**config.mk**
```make
export PLATFORM = sky130hd
export DESIGN_NAME = mem_wb_stage
export DESIGN_NICKNAME = d
export VERILOG_FILES = /design/src/rtl/mips_pkg.sv /design/src/rtl/load_extend.sv /design/src/rtl/mem_wb_stage.sv
export SDC_FILE = /design/constraint.sdc
export NUM_CORES = 1
export LEC_CHECK = 0
export CORE_MARGIN = 8
export CORE_UTILIZATION = 47
export CTS_CLUSTER_SIZE = 20
export DETAILED_ROUTE_END_ITERATION = 16
export HOLD_SLACK_MARGIN = 0.02
export PLACE_DENSITY = 0.86
export SLEW_MARGIN = 20
export SYNTH_ARGS = -nofsm -noshare
export SYNTH_HDL_FRONTEND = slang
export SYNTH_SLANG_ARGS = --single-unit
```
**constraint.sdc**
```tcl
create_clock -name clk -period 3.5 [get_ports clk]
set_clock_uncertainty 0.15 [all_clocks]
set_input_delay 0.7 -clock clk [delete_from_list [all_inputs] [get_ports clk]]
set_output_delay 0.7 -clock clk [all_outputs]
set_load 0.03 [all_outputs]
```
**src/rtl/mips_pkg.sv**
```systemverilog
// Shared MIPS pipeline types: load width/sign codes, write-back FSM states
// and datapath constants.
package mips_pkg;

  localparam int DATA_W = 32;
  localparam logic [4:0] REG_ZERO = 5'd0;

  typedef enum logic [2:0] {
    LT_LW  = 3'b000,
    LT_LH  = 3'b001,
    LT_LHU = 3'b010,
    LT_LB  = 3'b011,
    LT_LBU = 3'b100
  } load_type_e;

  typedef enum logic [1:0] {
    IDLE,
    WAIT_LD,
    COMMIT
  } wb_state_e;

endpackage

```
**src/rtl/load_extend.sv**
```systemverilog
// Combinational load-data aligner: picks the byte/half lane of a little-endian
// word and sign- or zero-extends it. Unknown load codes pass the word through.
module load_extend
  import mips_pkg::*;
(
  input  logic [DATA_W-1:0] raw,
  input  logic [2:0]        load_type,
  input  logic [1:0]        byte_off,
  output logic [DATA_W-1:0] ext
);

  function automatic logic [DATA_W-1:0] sext8(input logic signed [7:0] v);
    return DATA_W'(v);
  endfunction

  function automatic logic [DATA_W-1:0] sext16(input logic signed [15:0] v);
    return DATA_W'(v);
  endfunction

  logic [15:0] half_sel;
  logic [7:0]  byte_sel;

  always_comb begin
    half_sel = byte_off[1] ? raw[31:16] : raw[15:0];
    byte_sel = raw[{byte_off, 3'b000} +: 8];
    case (load_type)
      LT_LH:   ext = sext16(half_sel);
      LT_LHU:  ext = DATA_W'(half_sel);
      LT_LB:   ext = sext8(byte_sel);
      LT_LBU:  ext = DATA_W'(byte_sel);
      default: ext = raw;
    endcase
  end

endmodule

```
**src/rtl/mem_wb_stage.sv**
```systemverilog
// Write-back stage: sole driver of the register-file write port; waits for
// load data and commits one registered write per instruction.
// Optional WB_RETIRE_CNT_EN adds a 32-bit retire counter output.
module mem_wb_stage #(
  parameter int DATA_W = 32,
  parameter int ADDR_W = 5
) (
  input  logic              clk,
  input  logic              rst_n,
  input  logic              in_valid,
  output logic              in_ready,
  input  logic              in_reg_write,
  input  logic              in_mem_to_reg,
  input  logic [2:0]        in_load_type,
  input  logic [1:0]        in_byte_off,
  input  logic [ADDR_W-1:0] in_rd,
  input  logic [DATA_W-1:0] in_alu_result,
  input  logic              dmem_rvalid,
  input  logic [DATA_W-1:0] dmem_rdata,
  output logic              rf_we,
  output logic [ADDR_W-1:0] rf_waddr,
  output logic [DATA_W-1:0] rf_wdata,
  output logic              busy
`ifdef WB_RETIRE_CNT_EN
  ,
  output logic [31:0]       retire_cnt
`endif
);

  import mips_pkg::*;

  wb_state_e         state;
  logic              accept;
  logic [ADDR_W-1:0] rd_p0;
  logic              rw_p0;
  logic [2:0]        lt_p0;
  logic [1:0]        off_p0;
  logic [DATA_W-1:0] ld_ext;

  assign in_ready = (state == IDLE) || (state == COMMIT);
  assign accept   = in_valid && in_ready;

  // Load context held while the data memory answers; data only, no reset.
  always_ff @(posedge clk) begin
    if (accept && in_mem_to_reg) begin
      rd_p0  <= in_rd;
      rw_p0  <= in_reg_write;
      lt_p0  <= in_load_type;
      off_p0 <= in_byte_off;
    end
  end

  load_extend u_load_extend (
    .raw       (dmem_rdata),
    .load_type (lt_p0),
    .byte_off  (off_p0),
    .ext       (ld_ext)
  );

  // Commit stage: write port is loaded on the edge that enters COMMIT.
  always_ff @(posedge clk or negedge rst_n) begin
    if (!rst_n) begin
      state    <= IDLE;
      rf_we    <= 1'b0;
      rf_waddr <= '0;
      rf_wdata <= '0;
      busy     <= 1'b0;
    end else begin
      rf_we <= 1'b0;
      case (state)
        IDLE, COMMIT: begin
          if (accept) begin
            if (in_mem_to_reg) begin
              state <= WAIT_LD;
              busy  <= 1'b1;
            end else begin
              state    <= COMMIT;
              rf_we    <= in_reg_write && (in_rd != ADDR_W'(REG_ZERO));
              rf_waddr <= in_rd;
              rf_wdata <= in_alu_result;
            end
          end else begin
            state <= IDLE;
          end
        end
        WAIT_LD: begin
          if (dmem_rvalid) begin
            state    <= COMMIT;
            busy     <= 1'b0;
            rf_we    <= rw_p0 && (rd_p0 != ADDR_W'(REG_ZERO));
            rf_waddr <= rd_p0;
            rf_wdata <= ld_ext;
          end
        end
        default: begin
          state <= IDLE;
          busy  <= 1'b0;
        end
      endcase
    end
  end

`ifdef WB_RETIRE_CNT_EN
  // Counts every commit, including suppressed writes; wraps naturally.
  always_ff @(posedge clk or negedge rst_n) begin
    if (!rst_n) begin
      retire_cnt <= 32'd0;
    end else if (state == COMMIT) begin
      retire_cnt <= retire_cnt + 32'd1;
    end
  end
`endif

endmodule
```
==> impl_metrics.tcl <==
set metrics [dict create \
    die-area_um2 9150 \
    cts-root-buf "clkbuf_8" \
    endpoint_kind "primary output" \
    drt_iter0_drc 247 \
    grt_pass1_vias 2868 \
    crit_fanout 14 \
    synth_cell_types 45 \
    dp_hpwl_um 7060 \
    grt_max_degree 42 \
    synth_nets 396 \
    worstPathRequired_ns 2.65 \
    antenna_found_initial 0 \
    worst-setup-path-type "reg2out" \
    syn_to_final_growth_pct 43.6 \
    slew_violations 0 \
    finalPower_w 0.00218 \
    p_leak_nw 1.73 \
    fmax_mhz 387 \
    cp-start-kind "flop" \
    die_h_um 95.7 \
    syn-cell-area_um2 2980 \
    diodes 0 \
    p_per_area_nw_per_um2 509 \
    gp_congestion 0.897 \
    route.detailed.drc 0 \
    postCtsResizedCells 0 \
    first_pass_iters 4 \
    hold_violations 0 \
    yosys_warnings 0 \
    routed_wl_um 9340 \
    finalSetupViolations 0 \
    rows 29 \
    fin_setup_tns_ns 0 \
    syn_inst 316 \
    post_drt_wl_per_cell_um 18.7 \
    numCtsBuffers 5 \
    viasPerCell 5.73 \
    htreeDepth 2 \
    ys_seq_area_share_pct 45.5 \
    min_path_type "reg2reg" \
    maxCapViolCount 0 \
    cts_setup_buffers 0 \
    worstMarginPinSlew_ns 0.938 \
    ant_nets 0 \
    fin_nets 502 \
    die_w_um 95.7 \
    core-area_um2 6240 \
    rsz0062_at_grt "false" \
    start_util_pct 47.8 \
    io_pins 120 \
    hold_slack_ns 0.331 \
    fin_crit_ns 2.58 \
    clock_latency_ns 0.31 \
    hold_buffers 0 \
    portBuffers 119 \
    ys_ff_latch 52 \
    slew_headroom_pct 37.4 \
    grt_pass1_wl_um 14300 \
    groute.usage.overall_pct 19.9 \
    crit_chain "inv_1, clkdlybuf4s50_1" \
    ir_worst_vdd_uv 354 \
    path_clk_slew_ns 0.09 \
    cts_tree "yes" \
    drive_gt1_share_pct 7.09 \
    cp.arrival_ns 1.73 \
    max_stage_delay_ns 0.70 \
    cts_buffer_depth 2 \
    grt_overflow 0 \
    period_share_pct 73.8 \
    vias 2863 \
    cts_num_sinks 52 \
    syn_area_per_cell_um2 9.44 \
    run_status "finished clean" \
    slowest_stage "clkdlybuf4s50_1" \
]
registers in the layout (all words and copies together) (netlist names):
signal	cells
lt_p0	3
rf_we	1
rd_p0	5
rf_waddr	5
off_p0	2
state	2
rw_p0	1
busy	1
rf_wdata	32
worst max-delay path: cells and delay by family (launching register included):
kind / cells / cell delay, ns
buf+inv: 2 / 0.87
flops: 1 / 0.55
cells in the final DEF, fill, tap and decap left out, types with 2 or more instances in the layout:
master / instances
o211ai_1: 14
a221oi_1: 6
a31oi_1: 5
buf_4: 5
o21a_1: 9
nand2b_1: 4
mux2_2: 7
nor2b_1: 9
clkdlybuf4s50_1: 118
a21oi_2: 2
edfxtp_1: 11
nor2_1: 7
a21oi_1: 30
nor3_1: 2
o221ai_1: 7
dfrtp_1: 41
nand2_1: 51
a21o_1: 16
mux2i_1: 4
o21ai_0: 34
or4_1: 2
o32ai_1: 8
clkbuf_8: 5
logic make-up (layout without fill, tap and decap cells):
logic type	Yosys count	in the layout	share of synthesized area, %
xor+xnor	2	2	1.22
compound gates	139	139	31.0
simple gates	85	85	13.6
buf+inv	27	134	4.78
flops	52	52	45.5
mux	11	11	3.99
per-stage QoR:
stage | setup WS, ns | instance area (um^2) | util (%) | instances
3_5_place_dp | 0.638 | 4170 | 66.8 | 492
6_report | 0.918 | 4280 | 68.6 | 500
4_1_cts | 0.910 | 4280 | 68.6 | 500
2_1_floorplan | 1.53 | 2980 | - | 316
3_3_place_gp | 0.680 | 4170 | 66.8 | 492
5_1_grt | 0.843 | 4280 | 68.6 | 500
cell type report:
| class | instances | area (um^2) |
|---|---|---|
| Timing Repair Buffer | 124 | 1220 |
| Inverter | 2 | 7.51 |
| Tap cell | 77 | 96.3 |
| Multi-Input combinational cell | 237 | 1490 |
| Sequential cell | 52 | 1360 |
| Fill cell | 489 | 1960 |
| Clock inverter | 2 | 38.8 |
| Clock buffer | 6 | 72.6 |
path summary, 6_finish.rpt:
check                        startpoint           end  slack, ns  depth (start not counted)
setup reg to reg               lt_p0[2]  rf_wdata[31]       1.16                          4
max in group asynchronous         rst_n  rf_wdata[30]       2.24                          1
setup / recovery               state[0]      in_ready       0.92                          2
hold / removal             rf_wdata[27]  rf_wdata[27]       0.33                          1
min in group asynchronous         rst_n         rf_we       0.37                          1
hold reg to reg            rf_wdata[27]  rf_wdata[27]       0.33                          1
synthesized netlist by cell type, drive strengths merged:
cell      n  area (um^2)
o21bai    1         7.51
nand2    51          191
nor3      2         10.0
o221ai    7         61.3
nand3     1         5.00
o21a      9         67.6
inv       2         7.50
a21o     16          120
a31oi     5         31.3
dfrtp    41         1030
nand2b    4         25.0
and3b     1         8.76
o21ai    34          170
o211ai   14          105
nor4bb    1         10.0
a221oi    7         67.6
nand3b    1         7.51
and2      1         6.26
and3      1         6.26
o22ai     1         6.26
clkbuf    8         30.0
or2       1         8.76
a32o      1         10.0
nor2      9         41.3
edfxtp   11          330
o32ai     8         70.1
xnor2     2         36.3
mux2      7         78.8
nor3b     1         12.5
a21bo     1         10.0
mux2i     4         40.0
nor2b     9         56.3
o2111ai   1         8.76
buf      17          105
or4       2         15.0
a2111oi   1         10.0
o211a     1         10.0
a21oi    32          168
report_power, final:
part	leakage [nW]	internal [W]	switching, W
Sequential	0.591	0.000750	0.0000886
Clock	0.0558	0.000216	0.000206
Combinational	1.08	0.000413	0.000505
Total	1.73	0.00138	0.000799
metal layers:
metal | part of all wire [%] | GRT usage (%) | wire length (um) | vias up
met1 | 41 | 24.4 | 3810 | 1328
met4 | 3.3 | 8.71 | 309 | 0
met3 | 7.7 | 5.51 | 716 | 24
met5 | 0 | 0 | 0 | -
met2 | 48 | 31.9 | 4500 | 120
li1 | - | - | - | 1391
Power figures use the tool's default switching activity.
